==> src/rtl/mcbsp0_master_tx.sv <==
// McBSP0 transmit master: serialises 32-bit words MSB-first onto a free-running
// bit clock with a one-bit frame sync, using a one-word holding register.
module mcbsp0_master_tx #(
  parameter int unsigned CLK_DIV = 2
) (
  input  logic        mcbsp_master_clk,
  input  logic        mcbsp_master_rst,
  input  logic [6:0]  cfg_length,
  input  logic [7:0]  cfg_gap,
  input  logic [31:0] tx_data,
  input  logic        tx_valid,
  output logic        tx_ready,
  output logic        mcbsp_master_clkx,
  output logic        mcbsp_master_fsx,
  output logic        mcbsp_master_mosi,
  output logic        tx_busy,
  output logic        tx_word_done,
  output logic [31:0] debug_signal
);

  localparam logic [8:0] DIV_HALF = 9'(CLK_DIV);
  localparam logic [8:0] DIV_LAST = 9'(2 * CLK_DIV - 1);

  typedef enum logic [1:0] {
    IDLE  = 2'd0,
    SHIFT = 2'd1,
    GAP   = 2'd2
  } state_t;

  state_t      state, state_n;
  logic [8:0]  div_cnt, div_n;
  logic        tick, clkx;
  logic [31:0] hold_data;
  logic        hold_full;
  logic [31:0] sh, sh_n, first_sh;
  logic [5:0]  len, len_n, len_eff;
  logic [5:0]  bit_cnt, bit_cnt_n;
  logic [7:0]  gap_cnt, gap_cnt_n;
  logic        fsx, fsx_n, mosi, mosi_n;
  logic        done, done_n;
  logic        load, idle_eval;

  // Divider: free-running; tick is the last count, so registered fsx/mosi
  // change on the same edge that clkx falls.
  assign tick  = (div_cnt == DIV_LAST);
  assign div_n = tick ? 9'd0 : div_cnt + 9'd1;

  always_ff @(posedge mcbsp_master_clk) begin
    if (mcbsp_master_rst) begin
      div_cnt <= 9'd0;
      clkx    <= 1'b0;
    end else begin
      div_cnt <= div_n;
      clkx    <= (div_n >= DIV_HALF);
    end
  end

  // Holding register; accept and transfer are exclusive since ready = !full.
  assign tx_ready = !hold_full;

  always_ff @(posedge mcbsp_master_clk) begin
    if (mcbsp_master_rst) begin
      hold_full <= 1'b0;
      hold_data <= 32'd0;
    end else if (tx_valid && tx_ready) begin
      hold_full <= 1'b1;
      hold_data <= tx_data;
    end else if (load) begin
      hold_full <= 1'b0;
    end
  end

  // Left-justify the word so the first bit to send is always sh[31].
  assign len_eff  = (cfg_length == 7'd0 || cfg_length > 7'd32) ? 6'd32 : cfg_length[5:0];
  assign first_sh = hold_data << (6'd32 - len_eff);

  always_ff @(posedge mcbsp_master_clk) begin
    if (mcbsp_master_rst) state <= IDLE;
    else                  state <= state_n;
  end

  always_comb begin
    state_n   = state;
    sh_n      = sh;
    len_n     = len;
    bit_cnt_n = bit_cnt;
    gap_cnt_n = gap_cnt;
    fsx_n     = fsx;
    mosi_n    = mosi;
    done_n    = 1'b0;
    load      = 1'b0;
    idle_eval = 1'b0;
    if (tick) begin
      case (state)
        IDLE: idle_eval = 1'b1;
        SHIFT: begin
          if (bit_cnt < len) begin
            fsx_n     = 1'b0;
            mosi_n    = sh[30];
            sh_n      = {sh[30:0], 1'b0};
            bit_cnt_n = bit_cnt + 6'd1;
          end else begin
            done_n = 1'b1;
            if (cfg_gap == 8'd0) begin
              idle_eval = 1'b1;
            end else begin
              gap_cnt_n = cfg_gap;
              fsx_n     = 1'b0;
              mosi_n    = 1'b0;
              state_n   = GAP;
            end
          end
        end
        GAP: begin
          if (gap_cnt <= 8'd1) begin
            gap_cnt_n = 8'd0;
            idle_eval = 1'b1;
          end else begin
            gap_cnt_n = gap_cnt - 8'd1;
            fsx_n     = 1'b0;
            mosi_n    = 1'b0;
          end
        end
        default: state_n = IDLE;
      endcase
    end
    // Shared word-start decision: a pending word starts on this very tick.
    if (idle_eval) begin
      if (hold_full) begin
        load      = 1'b1;
        state_n   = SHIFT;
        sh_n      = first_sh;
        len_n     = len_eff;
        bit_cnt_n = 6'd1;
        fsx_n     = 1'b1;
        mosi_n    = first_sh[31];
      end else begin
        state_n = IDLE;
        fsx_n   = 1'b0;
        mosi_n  = 1'b0;
      end
    end
  end

  always_ff @(posedge mcbsp_master_clk) begin
    if (mcbsp_master_rst) begin
      sh      <= 32'd0;
      len     <= 6'd32;
      bit_cnt <= 6'd0;
      gap_cnt <= 8'd0;
      fsx     <= 1'b0;
      mosi    <= 1'b0;
      done    <= 1'b0;
    end else begin
      sh      <= sh_n;
      len     <= len_n;
      bit_cnt <= bit_cnt_n;
      gap_cnt <= gap_cnt_n;
      fsx     <= fsx_n;
      mosi    <= mosi_n;
      done    <= done_n;
    end
  end

  assign mcbsp_master_clkx = clkx;
  assign mcbsp_master_fsx  = fsx;
  assign mcbsp_master_mosi = mosi;
  assign tx_busy           = (state != IDLE);
  assign tx_word_done      = done;

  // Pad narrowed to 2 bits so the full field list fits in 32 bits.
  assign debug_signal = {state, bit_cnt, gap_cnt, div_cnt[7:0],
                         hold_full, clkx, fsx, mosi, 2'b00, tx_busy, done};

endmodule

==> config.mk <==
export PLATFORM = sky130hd
export DESIGN_NAME = mcbsp0_master_tx
export DESIGN_NICKNAME = d
export VERILOG_FILES = /design/src/rtl/mcbsp0_master_tx.sv
export SDC_FILE = /design/constraint.sdc
export NUM_CORES = 1
export LEC_CHECK = 0
export BUFFER_PORTS_ARGS = -buffer_cell sky130_fd_sc_hd__buf_2
export CORE_UTILIZATION = 29
export DETAILED_ROUTE_END_ITERATION = 12
export PLACE_DENSITY = 0.53
export SYNTH_ARGS = -nofsm -noshare
export SYNTH_HDL_FRONTEND = slang
export SYNTH_SLANG_ARGS = --single-unit
==> constraint.sdc <==
create_clock -name mcbsp_master_clk -period 6.6 [get_ports mcbsp_master_clk]
set_input_delay 0.33 -clock mcbsp_master_clk [delete_from_list [all_inputs] [get_ports mcbsp_master_clk]]
set_output_delay 0.33 -clock mcbsp_master_clk [all_outputs]
set_load 0.1 [all_outputs]
# == Word level (Yosys, flattened, before mapping) ==
# Cells that the tools add are included.
# word_totals
register_bits,100
wordCells,93
# classes
bitwise,2
n_mux,43
magnitude_cmp,4
reduce_logical,17
n_eq_ne,10
shift,1
add_sub_neg,4
# op_table
op,count
$mux 32,5
$mux 6,6
$shl 32x6->32,1
$mux 8,3
$mux 1,19
$pmux 8 s2,1
$reduce_and 4->1,3
$add 9x1->9 const B,1
$eq 9x2->1 const B,1
$ge 9x2->1 const B,1
$mux 9,1
$ne 3x3->1 const B,3
$le 8x1->1 const B,1
$logic_not 8->1,1
$mux 2,4
$reduce_bool 2->1,4
$sub 8x1->8 const B,1
$gt 7x6->1 const B,1
$logic_not 7->1,1
$add 6x1->6 const B,1
$lt 6x6->1,1
$sub 6x6->6 const A,1
$ne 2x2->1 const B,2
$ne 4x4->1 const B,1
other kinds (15),17

# == Depth between registers and ports, before layout ==
# Gate-level depths: netlist of run 1.
# logic_depth
ltp_word,8
ltp_mapped,14
mapped_depth_nobuf,10

# == Worst setup path before layout of run 1 ==
# Ideal clock, no wire load.
# synth_path
kind,input to register
startpoint,input cfg_length[5]
endpoint,register sh[30]
t_arrival_ns,3.283
cell_stages,12
path_buffers,3
path_slack_ns,3.247
t_required_ns,6.530
path_cell_list,nor3b_2 > inv_2 > buf_2 > buf_2 > ha_1 > clkbuf_1 > xnor2_1 > mux4_2 > mux2_2 > nand2_1 > o21ai_1 > a21oi_1
# synth_between
elab_chain_cells,7
elab_cells_between_ends,8
classes_between,1 x add/sub; 1 x order compare; 1 x shift; 3 x mux; 2 x reduce/logical
# synth_rtl
element,line_no,rtl
from (decl),8,"input logic [6:0] cfg_length,"
$gt 7x6->1 or $logic_not 7->1 (tied branches),74,assign len_eff = (cfg_length == 7'd0 || cfg_length > 7'd32) ? 6'd32 : cfg_length[5:0];
$logic_or 1x1->1,74,
$mux 6 (*),74,
$sub 6x6->6 (*),75,assign first_sh = hold_data << (6'd32 - len_eff);
$shl 32x6->32 (*),75,
$mux 32 (*),129,if (hold_full) begin
$mux 32 (*),128,if (idle_eval) begin
to (signal assigned),155,sh <= sh_n;
to (decl),35,"logic [31:0] sh, sh_n, first_sh;"
# Every way passes the cells marked *; elsewhere a longest branch is shown, timed or not.
# A chain may end at the register's enable or synchronous reset.

# == Final worst setup path of run 1 ==
# layout_path
startpoint,input cfg_length[0]
endpoint,register sh[27]
# Same word-level chain as after synthesis.

==> results of run 1 <==
[state kept, by name, indices dropped and copies added, names as in the netlist]
signal / cells
bit_cnt: 6
div_cnt: 9
gap_cnt: 8
hold_data: 32
hold_full: 1
len: 6
mcbsp_master_clkx: 1
mcbsp_master_fsx: 1
mcbsp_master_mosi: 1
sh: 31
state: 2
tx_word_done: 1
[cell type report]
| class | count | area, sq um |
|---|---|---|
| Clock buffer | 9 | 225.2 |
| Clock inverter | 7 | 66.31 |
| Fill cell | 2279 | 14110 |
| Inverter | 15 | 56.30 |
| Multi-Input combinational cell | 609 | 4010 |
| Sequential cell | 99 | 1982 |
| Tap cell | 275 | 344.1 |
| Timing Repair Buffer | 94 | 493.0 |
[power by group through the flow]
stage | sequential [mW] | combinational, mW | clock (mW)
6_report | 0.639 | 0.319 | 0.540
3_5_place_dp | 0.653 | 0.316 | 0
5_1_grt | 0.643 | 0.344 | 0.582
4_1_cts | 0.639 | 0.317 | 0.556
2_1_floorplan | 0.660 | 0.232 | 0
3_3_place_gp | 0.653 | 0.317 | 0
[worst max-delay path: stages]
cell and delay, ns:
buf_2 0.15, nor3b_2 0.45, inv_2 0.52, ha_1 1.08
inv_2 0.50, mux4_2 0.45, mux2_2 0.30, a22oi_1 0.24
nand2_1 0.08, o211ai_1 0.12, a31oi_1 0.10
[metal layers]
| layer | track usage [%] | up-vias | share of wire, % | routed length (um) |
|---|---|---|---|---|
| li1 | - | 2899 | - | - |
| met1 | 24.99 | 2746 | 50 | 9190 |
| met2 | 25.72 | 159 | 44 | 8153 |
| met3 | 2.788 | 18 | 4.5 | 825 |
| met4 | 5.101 | 0 | 1.4 | 265 |
| met5 | 0 | - | 0 | 0 |
[path summary, 6_finish.rpt]
check | from | end | slack, ns | cells past startpoint
worst max-delay path | cfg_length[0] | sh[27] | 2.50 | 11
worst min register to register | len[0] | len[0] | 0.45 | 2
worst max register to register | gap_cnt[2] | sh[2] | 3.38 | 8
worst min-delay path | tx_data[23] | hold_data[23] | 0.20 | 3
[cells by family (layout without fill, tap and decap cells)]
logic type	after synthesis	in the layout	synth area share, %
other cells	1	2	0.05891
compound gates	186	186	18.32
simple gates	295	295	20.42
fa+ha+maj	10	10	1.965
xor+xnor	14	14	2.044
mux	102	102	19.61
flops	99	99	31.13
buf+inv	86	125	6.446
[placed cells by master, fill, tap and decap left out, types with 8 or more instances in the layout]
cell | netlist | layout
mux4_2 | 17 | 17
o21ai_0 | 20 | 20
nand4_1 | 9 | 9
mux2i_1 | 73 | 72
ha_1 | 10 | 10
nand2_1 | 160 | 160
xor2_1 | 9 | 9
dfxtp_1 | 99 | 99
mux2_2 | 12 | 12
nor3_1 | 18 | 18
buf_2 | 13 | 85
a21oi_1 | 77 | 77
inv_1 | 13 | 13
o211ai_1 | 8 | 8
a211oi_1 | 11 | 10
nor2_1 | 47 | 47
clkbuf_16 | 0 | 9
o221ai_1 | 14 | 14
buf_4 | 17 | 9
a31oi_1 | 14 | 13
nand3_1 | 22 | 22
==> results.tsv, run 1 <==
stage	metric	value	unit
drt	drc_errors	0	
synth	yosysTopAreaCell	dfxtp_1	
sta	worstMarginPinSlew	1.037	ns
synth	yosys_warnings	0	
floorplanning	start_util	29.91	%
grt	grt_max_degree	61	
place	gp_congestion	0.8700	
sta	final.setup.worst_slack	2.496	ns
clock_tree	cts_resized	0	
sta	setup_viol	0	
final_layout	stdcell_count	1108	
clock_tree	cts_num_sinks	99	
final_layout	antennaDiodeCount	0	
outcome	outcome	finished clean	
worst_setup_path	arrival	4.34	ns
place	place_inst	1092	
worst_setup_path	end_kind	register	
synth	async_flop_share	0	%
power	p_sw_share	34.19	%
worst_setup_path	start_kind	input port	
hold_path	hp-class	input port to register	
sta	rsz0062_at_grt	no	
power	leakage	2.962	nW
sta	max_freq	243.7	MHz
grt	first_global_vias	5352	
clock_tree	cts.hold.buffers_added	0	
power	power_frac_seq	42.6	%
floorplanning	core_area	0.02129	sq mm
drt	avgViaCountPerCell	5.255	
sta	fin_crit_sh	62.18	%
sta	clock-skew-final	0.01451	ns
floorplanning	die_area	0.02255	sq mm
place	dp_slack	2.065	ns
power	combPwrFrac	21.3	%
final_layout	final_net_count	888	
floorplanning	io_pins	88	
sta	finalHoldViolations	0	
synth	syn_avg_cell_area	8.028	sq um
final_layout	stdcell_area	0.007177	sq mm
run	cap_violations	0	
clock_tree	cts_tree	done	
floorplanning	die_w	150.2	um
final_layout	finish.utilization	33.72	%
sta	max_slew_margin	30.73	%
drt	wl_per_cell	16.64	um
grt	grt-ovfl-total	0	
clock_tree	cts_setup_buffers	0	
place	io_buffers	85	
final_layout	drive_gt1_share	18.85	%
drt	vias	5822	
place	dp_hpwl	13340	um
sta	drv_slew	0	
floorplanning	die_y	150.2	um
synth	synth_edf_count	0	
place	postPlaceCellArea	0.006885	sq mm
sta	holdWs	0.1974	ns
sta	fin_setup_tns	0	ns
synth	syn-cell-area	0.006366	sq mm
clock_tree	path_clk_slew	0.09	ns
clock_tree	clk_latency	0.37	ns
clock_tree	clock_path_buffers	2	
synth	yosysMostFrequentCell	nand2_1	
power	peakVddDrop	0.0001192	V
synth	syn_inst	793	
floorplanning	core.rowCount	53	
drt	drt-total-wl	18430	um
drt	drt_pre_antenna_iters	5	
power	total_power	1.498	mW
worst_setup_path	critPathRequiredTime	6.83	ns
clock_tree	cts_buffers	9	
grt	grtUsageTotal	17.15	%
synth	ys_ff_latch	99	
synth	synth_common_cells	nand2_1, dfxtp_1, a21oi_1, mux2i_1, nor2_1	
clock_tree	htree_levels	3	
power	p_sw	512.2	uW
clock_tree	cts-root-buf	clkbuf_16	
worst_setup_path	crit_fanout	43	
worst_setup_path	worstSetupPathType	input port to register	
power	p_per_area	208.7	mW/mm^2
power	p_int	985.7	uW
final_layout	area_growth	12.74	%
synth	synth-seq-area-share	31.13	%
grt	grt_pass1_wl	30200	um
drt	ant_nets	0	
power	p_clk_share	36.1	%
synth	synth_area_leaders	dfxtp_1, mux2i_1, nand2_1	
grt	antenna_found_initial	0	
synth	ys.flop_type	dfxtp_1	
drt	drtIter0Drc	450	
synth	synthDistinctLibCells	64	
synth	synth_top_area_share	31.13	%
sta	min_period	4.104	ns
No activity file was read; power rests on OpenSTA's default activity.
==> run 2, diff against run 1 <==
Settings changed: PLACE_DENSITY 0.53 to 0.55.
Clock period 6.6 ns to 3.4 ns, I/O delays scaled along.
==> run 2 against run 1 <==
Effect of this change: global-route usage down 0.30 points; total power up 91%; sequential power up 94%; hold slack worse by 0.16 ns; clock power up 83%; critical path depth down 4; core utilization up 0.53 points; clock skew down 0.0053 ns; count of clock-buffer cells in the layout up 2; first-iteration DRC count down 0.89%; highest routed layer unchanged.
==> results.tsv, run 2 (same netlist as run 1, synthesis figures left out) <==
stage	metric	value	unit	change
outcome	outcome	finished clean		unchanged
drt	avgViaCountPerCell	5.308		was 5.255
place	place_inst	1105		was 1092
worst_setup_path	start_kind	register		was input port
clock_tree	cts_resized	0		unchanged
sta	max_freq	348.4	MHz	
power	peakVddDrop	0.0002628	V	was 0.0001192 V
floorplanning	core.rowCount	53		unchanged
worst_setup_path	worst_path_max_delay_cell	a211oi_4		was ha_1
sta	setup_viol	0		unchanged
final_layout	stdcell_area	0.007291	sq mm	was 0.007177 sq mm
worst_setup_path	cpPeakStageDelay	0.67	ns	was 1.08 ns
sta	holdWs	0.04094	ns	was 0.1974 ns
clock_tree	cts_num_sinks	99		unchanged
worst_setup_path	critPathBufInv	1		was 3
worst_setup_path	critPathRequiredTime	3.62	ns	was 6.83 ns
worst_setup_path	critPathTopFamily	compound AO/OA/AOI/OAI gates		was buffers and inverters
final_layout	finish.utilization	34.25	%	was 33.72%
final_layout	area.sequential	0.001982	sq mm	unchanged
sta	drv_slew	0		unchanged
clock_tree	htree_levels	3		unchanged
drt	ant_nets	0		unchanged
clock_tree	clk_latency	0.36	ns	was 0.37 ns
final_layout	largest_register_ffs	32		unchanged
clock_tree	cts_setup_buffers	0		unchanged
power	leakage	3.024	nW	was 2.962 nW
worst_setup_path	arrival	3.09	ns	was 4.34 ns
drt	drtIter0Drc	446		was 450
grt	grt-ovfl-total	0		unchanged
grt	antenna_found_initial	1		was 0
final_layout	largest-register	hold_data		unchanged
place	postPlaceCellArea	0.007008	sq mm	was 0.006885 sq mm
drt	vias	5956		was 5822
floorplanning	die_w	150.2	um	unchanged
sta	finalHoldViolations	0		unchanged
grt	grtUsageTotal	16.85	%	was 17.15%
final_layout	drive_gt1_share	19.98	%	was 18.85%
clock_tree	clock_path_buffers	2		unchanged
clock_tree	cts-root-buf	clkbuf_16		unchanged
sta	fin_setup_tns	0	ns	unchanged
place	dp_hpwl	13850	um	was 13340 um
place	dp_slack	0.5014	ns	was 2.065 ns
sta	clock-skew-final	0.009220	ns	was 0.01451 ns
drt	drc_errors	0		unchanged
sta	final.setup.worst_slack	0.5296	ns	was 2.496 ns
final_layout	reg_top3	hold_data (32), sh (31), div_cnt (9)		unchanged
final_layout	final_net_count	901		was 888
final_layout	mostFrequentLayoutCells	nand2_1, dfxtp_1, buf_2		unchanged
drt	drt-total-wl	18330	um	was 18430 um
worst_setup_path	worstSetupPathType	register to register		was input port to register
drt	drt_pre_antenna_iters	4		was 5
clock_tree	path_clk_slew	0.07	ns	was 0.09 ns
worst_setup_path	crit_path_cell_trace	ha_1 > nor4b_1 > nand3b_1 > a211oi_4 > buf_4 > mux2i_1 > o22ai_1		was buf_2 > nor3b_2 > inv_2 > ha_1 > inv_2 > mux4_2 > mux2_2 > a22oi_1 > nand2_1 > o211ai_1 > a31oi_1
grt	first_global_vias	5492		was 5352
clock_tree	cts_buffers	9		unchanged
place	io_buffers	85		unchanged
worst_setup_path	end_kind	register		unchanged
final_layout	mostFrequentLayoutCell	nand2_1		unchanged
sta	min_period	2.870	ns	
drt	wl_per_cell	16.34	um	was 16.64 um
clock_tree	cts.hold.buffers_added	0		unchanged
hold_path	hp-class	input port to register		unchanged
final_layout	fillers	2262		was 2279
final_layout	area_growth	14.52	%	was 12.74%
floorplanning	start_util	29.91	%	unchanged
floorplanning	io_pins	88		unchanged
floorplanning	die_area	0.02255	sq mm	unchanged
place	gp_congestion	0.9163		was 0.8700
grt	grt_pass1_wl	29770	um	was 30200 um
floorplanning	core_area	0.02129	sq mm	unchanged
sta	rsz0062_at_grt	no		unchanged
final_layout	multi_input_area	0.004010	sq mm	unchanged
sta	max_slew_margin	30.64	%	was 30.73%
power	total_power	2.867	mW	was 1.498 mW
run	cap_violations	0		unchanged
worst_setup_path	crit_fanout	13		was 43
floorplanning	die_y	150.2	um	unchanged
final_layout	stdcell_count	1122		was 1108
power	p_per_area	393.3	mW/mm^2	was 208.7 mW/mm^2
sta	worstMarginPinSlew	1.038	ns	was 1.037 ns
sta	fin_crit_sh	84.42	%	
clock_tree	cts_tree	done		unchanged
grt	grt_max_degree	46		was 61
==> run 2: changes by cell type in the layout (fill, tap and decap cells not counted), moves of 2 or more <==
cell,before,now
buf_4,9,20
buf_12,0,2
clkinvlp_4,0,2
inv_6,3,1
inv_8,2,0
==> run 2: power breakdown <==
group          internal, mW  total [mW]  switching [mW]  leakage [nW]
logic                 0.212       0.639           0.427          2.09
registers              1.20        1.24          0.0425         0.804
clock network         0.519       0.989           0.470         0.132
total                  1.93        2.87           0.939          3.02
==> run 2: path summary, 6_finish.rpt <==
kind	from	to	slack, ns	depth (start not counted)
hold reg to reg	len[2]	len[2]	0.46	2
setup reg to reg	div_cnt[0]	sh[6]	0.53	7
hold / removal	tx_data[14]	hold_data[14]	0.04	3
setup / recovery	div_cnt[0]	sh[6]	0.53	7
==> run 2: area by class of cell <==
cell class | instances | share of cell area, %
Antenna cell | 1 | 0.03432
Clock buffer | 11 | 3.329
Clock inverter | 5 | 0.5148
Inverter | 15 | 0.7723
Multi-Input combinational cell | 609 | 55.00
Sequential cell | 99 | 27.18
Tap cell | 275 | 4.719
Timing Repair Buffer | 107 | 8.443
==> run 2: metal layers <==
metal	wire [um]	track usage, %	share of wire (%)	up-vias
li1	-	-	-	2934
met1	8801	23.76	48	2752
met2	7832	24.40	43	232
met3	1147	3.485	6.3	38
met4	551	7.778	3.0	0
met5	0	0	0	-
==> run 2: worst register-to-register path, stage by stage (launching register included) <==
cell and delay, ns:
dfxtp_1 0.44, ha_1 0.39, nor4b_1 0.28, nand3b_1 0.26
a211oi_4 0.67, buf_4 0.34, mux2i_1 0.24, o22ai_1 0.10
==> run 3, diff against run 2 <==
Settings changed: PLACE_DENSITY 0.55 to 0.53.
Clock period 3.4 ns to 2.9 ns, I/O delays scaled along.
==> run 3 against run 2 <==
Effect of this change: largest power group unchanged; combinational power up 20%; clock skew increased by 0.0011 ns; total power grew 23%; design area rose by 1.5%.
==> results.tsv, run 3 (same netlist as run 1, synthesis figures left out) <==
stage	metric	value	unit	change
final_layout	fillers	2260		was 2262
worst_setup_path	r2r-start	gap_cnt[2]		was div_cnt[0]
clock_tree	clock_path_buffers	2		unchanged
final_layout	drive_gt1_share	21.73	%	was 19.98%
hold_path	whs_path_depth	3		unchanged
sta	setup_viol	0		unchanged
worst_setup_path	critPathRequiredTime	3.16	ns	was 3.62 ns
drt	wl_per_cell	16.10	um	was 16.34 um
floorplanning	die_y	150.2	um	unchanged
final_layout	mostFrequentLayoutCells	nand2_1, dfxtp_1, buf_2		unchanged
clock_tree	htree_levels	3		unchanged
worst_setup_path	worstSetupPathType	register to register		unchanged
final_layout	finish.utilization	34.78	%	was 34.25%
grt	first_global_vias	5455		was 5492
final_layout	largest-register	hold_data		unchanged
sta	drv_slew	0		unchanged
drt	vias	5843		was 5956
final_layout	largest_register_ffs	32		unchanged
place	gp_congestion	0.8639		was 0.9163
drt	drt_pre_antenna_iters	4		unchanged
final_layout	multi_input_area	0.004019	sq mm	was 0.004010 sq mm
grt	antenna_found_initial	0		was 1
worst_setup_path	crit_fanout	12		was 13
floorplanning	die_w	150.2	um	unchanged
clock_tree	cts_tree	done		unchanged
clock_tree	cts_num_sinks	99		unchanged
final_layout	final_net_count	911		was 901
hold_path	hp-class	input port to register		unchanged
grt	grt_pass1_wl	29700	um	was 29770 um
worst_setup_path	start_kind	register		unchanged
place	io_buffers	85		unchanged
worst_setup_path	r2r_slack	0.23	ns	was 0.53 ns
drt	drt-total-wl	18200	um	was 18330 um
sta	min_period	2.665	ns	was 2.870 ns
final_layout	antennaDiodeCount	0		was 1
drt	drtIter0Drc	356		was 446
clock_tree	cts-root-buf	clkbuf_16		unchanged
floorplanning	start_util	29.91	%	unchanged
grt	grt-ovfl-total	0		unchanged
place	dp_hpwl	13720	um	was 13850 um
power	total_power	3.526	mW	was 2.867 mW
sta	max_freq	375.2	MHz	was 348.4 MHz
sta	worstMarginPinSlew	0.8603	ns	was 1.038 ns
outcome	outcome	finished clean		unchanged
hold_path	hp-start	tx_data[1]		was tx_data[14]
worst_setup_path	reg2reg_to	sh[19]		was sh[6]
sta	fin_crit_sh	91.90	%	was 84.42%
sta	max_slew_margin	42.53	%	was 30.64%
hold_path	holdPathEnd	hold_data[1]		was hold_data[14]
final_layout	reg_top3	hold_data (32), sh (31), div_cnt (9)		unchanged
clock_tree	path_clk_slew	0.08	ns	was 0.07 ns
floorplanning	core.rowCount	53		unchanged
drt	ant_nets	0		unchanged
clock_tree	cts_buffers	9		unchanged
drt	avgViaCountPerCell	5.166		was 5.308
final_layout	mostFrequentLayoutCell	nand2_1		unchanged
worst_setup_path	end_kind	register		unchanged
run	cap_violations	0		unchanged
clock_tree	cts.hold.buffers_added	0		unchanged
sta	clock-skew-final	0.01030	ns	was 0.009220 ns
sta	finalHoldViolations	0		unchanged
final_layout	area.sequential	0.001988	sq mm	was 0.001982 sq mm
power	peakVddDrop	0.0002789	V	was 0.0002628 V
floorplanning	die_area	0.02255	sq mm	unchanged
floorplanning	io_pins	88		unchanged
clock_tree	clk_latency	0.36	ns	about the same
final_layout	area_growth	16.29	%	was 14.52%
drt	drc_errors	0		unchanged
grt	grt_max_degree	46		unchanged
worst_setup_path	arrival	2.92	ns	was 3.09 ns
grt	grtUsageTotal	16.77	%	was 16.85%
sta	rsz0062_at_grt	no		unchanged
worst_setup_path	r2r_cells	8		was 7
power	p_per_area	476.2	mW/mm^2	was 393.3 mW/mm^2
power	leakage	3.093	nW	was 3.024 nW
floorplanning	core_area	0.02129	sq mm	unchanged
run 3: worst max path at each step:
stage                  start         end  slack [ns]  cells past startpoint
2_1_floorplan  cfg_length[0]      sh[30]       -0.06                     12
3_3_place_gp      gap_cnt[2]       sh[1]        0.17                      8
3_5_place_dp      gap_cnt[2]       sh[4]        0.11                      8
4_1_cts           gap_cnt[2]       sh[4]        0.09                      8
5_1_grt               len[3]  gap_cnt[2]        0.05                      9
6_report          gap_cnt[2]      sh[19]        0.23                      8
run 3: timing repair:
item | in CTS | in global routing
gates resized for setup | 0 | 2
setup buffers | 0 | 0
endpoints found under the setup margin | 0 | 13
run 3: final cells by class:
class	instances	share of cell area [%]
well taps	275	4.648
multi-input cells	609	54.28
clock inverters	7	1.251
repair buffers	117	9.160
inverters	15	0.7605
flip-flops and latches	99	26.85
clock buffers	9	3.042
run 3: through the flow:
step | setup TNS, ns | setup WS (ns) | hold slack [ns] | cell area, sq um | std cells
finish | 0 | 0.2348 | 0.01074 | 7403 | 1131
global route | 0 | 0.05356 | 0.006348 | 7403 | 1131
CTS | 0 | 0.08872 | 0.005388 | 7395 | 1131
detailed placement | 0 | 0.1090 | 0.3902 | 7077 | 1115
global placement | 0 | 0.1699 | 0.3884 | 7077 | 1115
floorplan | -0.1471 | -0.06371 | 0.2608 | 6385 | 794
run 3: worst max-delay path, stage by stage, from the launching register on:
cell,delay (ns)
dfxtp_1,0.35
or4_1,0.55
or4_4,0.56
a211oi_2,0.26
a31oi_2,0.15
buf_4,0.31
a31oi_1,0.15
o311a_1,0.18
nor2_1,0.04
run 3: routing by layer:
| layer | vias to the layer above | share of wire, % | global-route usage, % |
|---|---|---|---|
| met2 | 133 | 44 | 25.72 |
| met3 | 26 | 4.0 | 3.121 |
| li1 | 2955 | - | - |
| met5 | - | 0 | 0 |
| met1 | 2729 | 49 | 23.32 |
| met4 | 0 | 2.3 | 6.061 |
run 3: power by group:
part	switching, mW	internal [mW]
clock network	0.616	0.695
logic	0.503	0.261
registers	0.0491	1.40
total	1.17	2.36
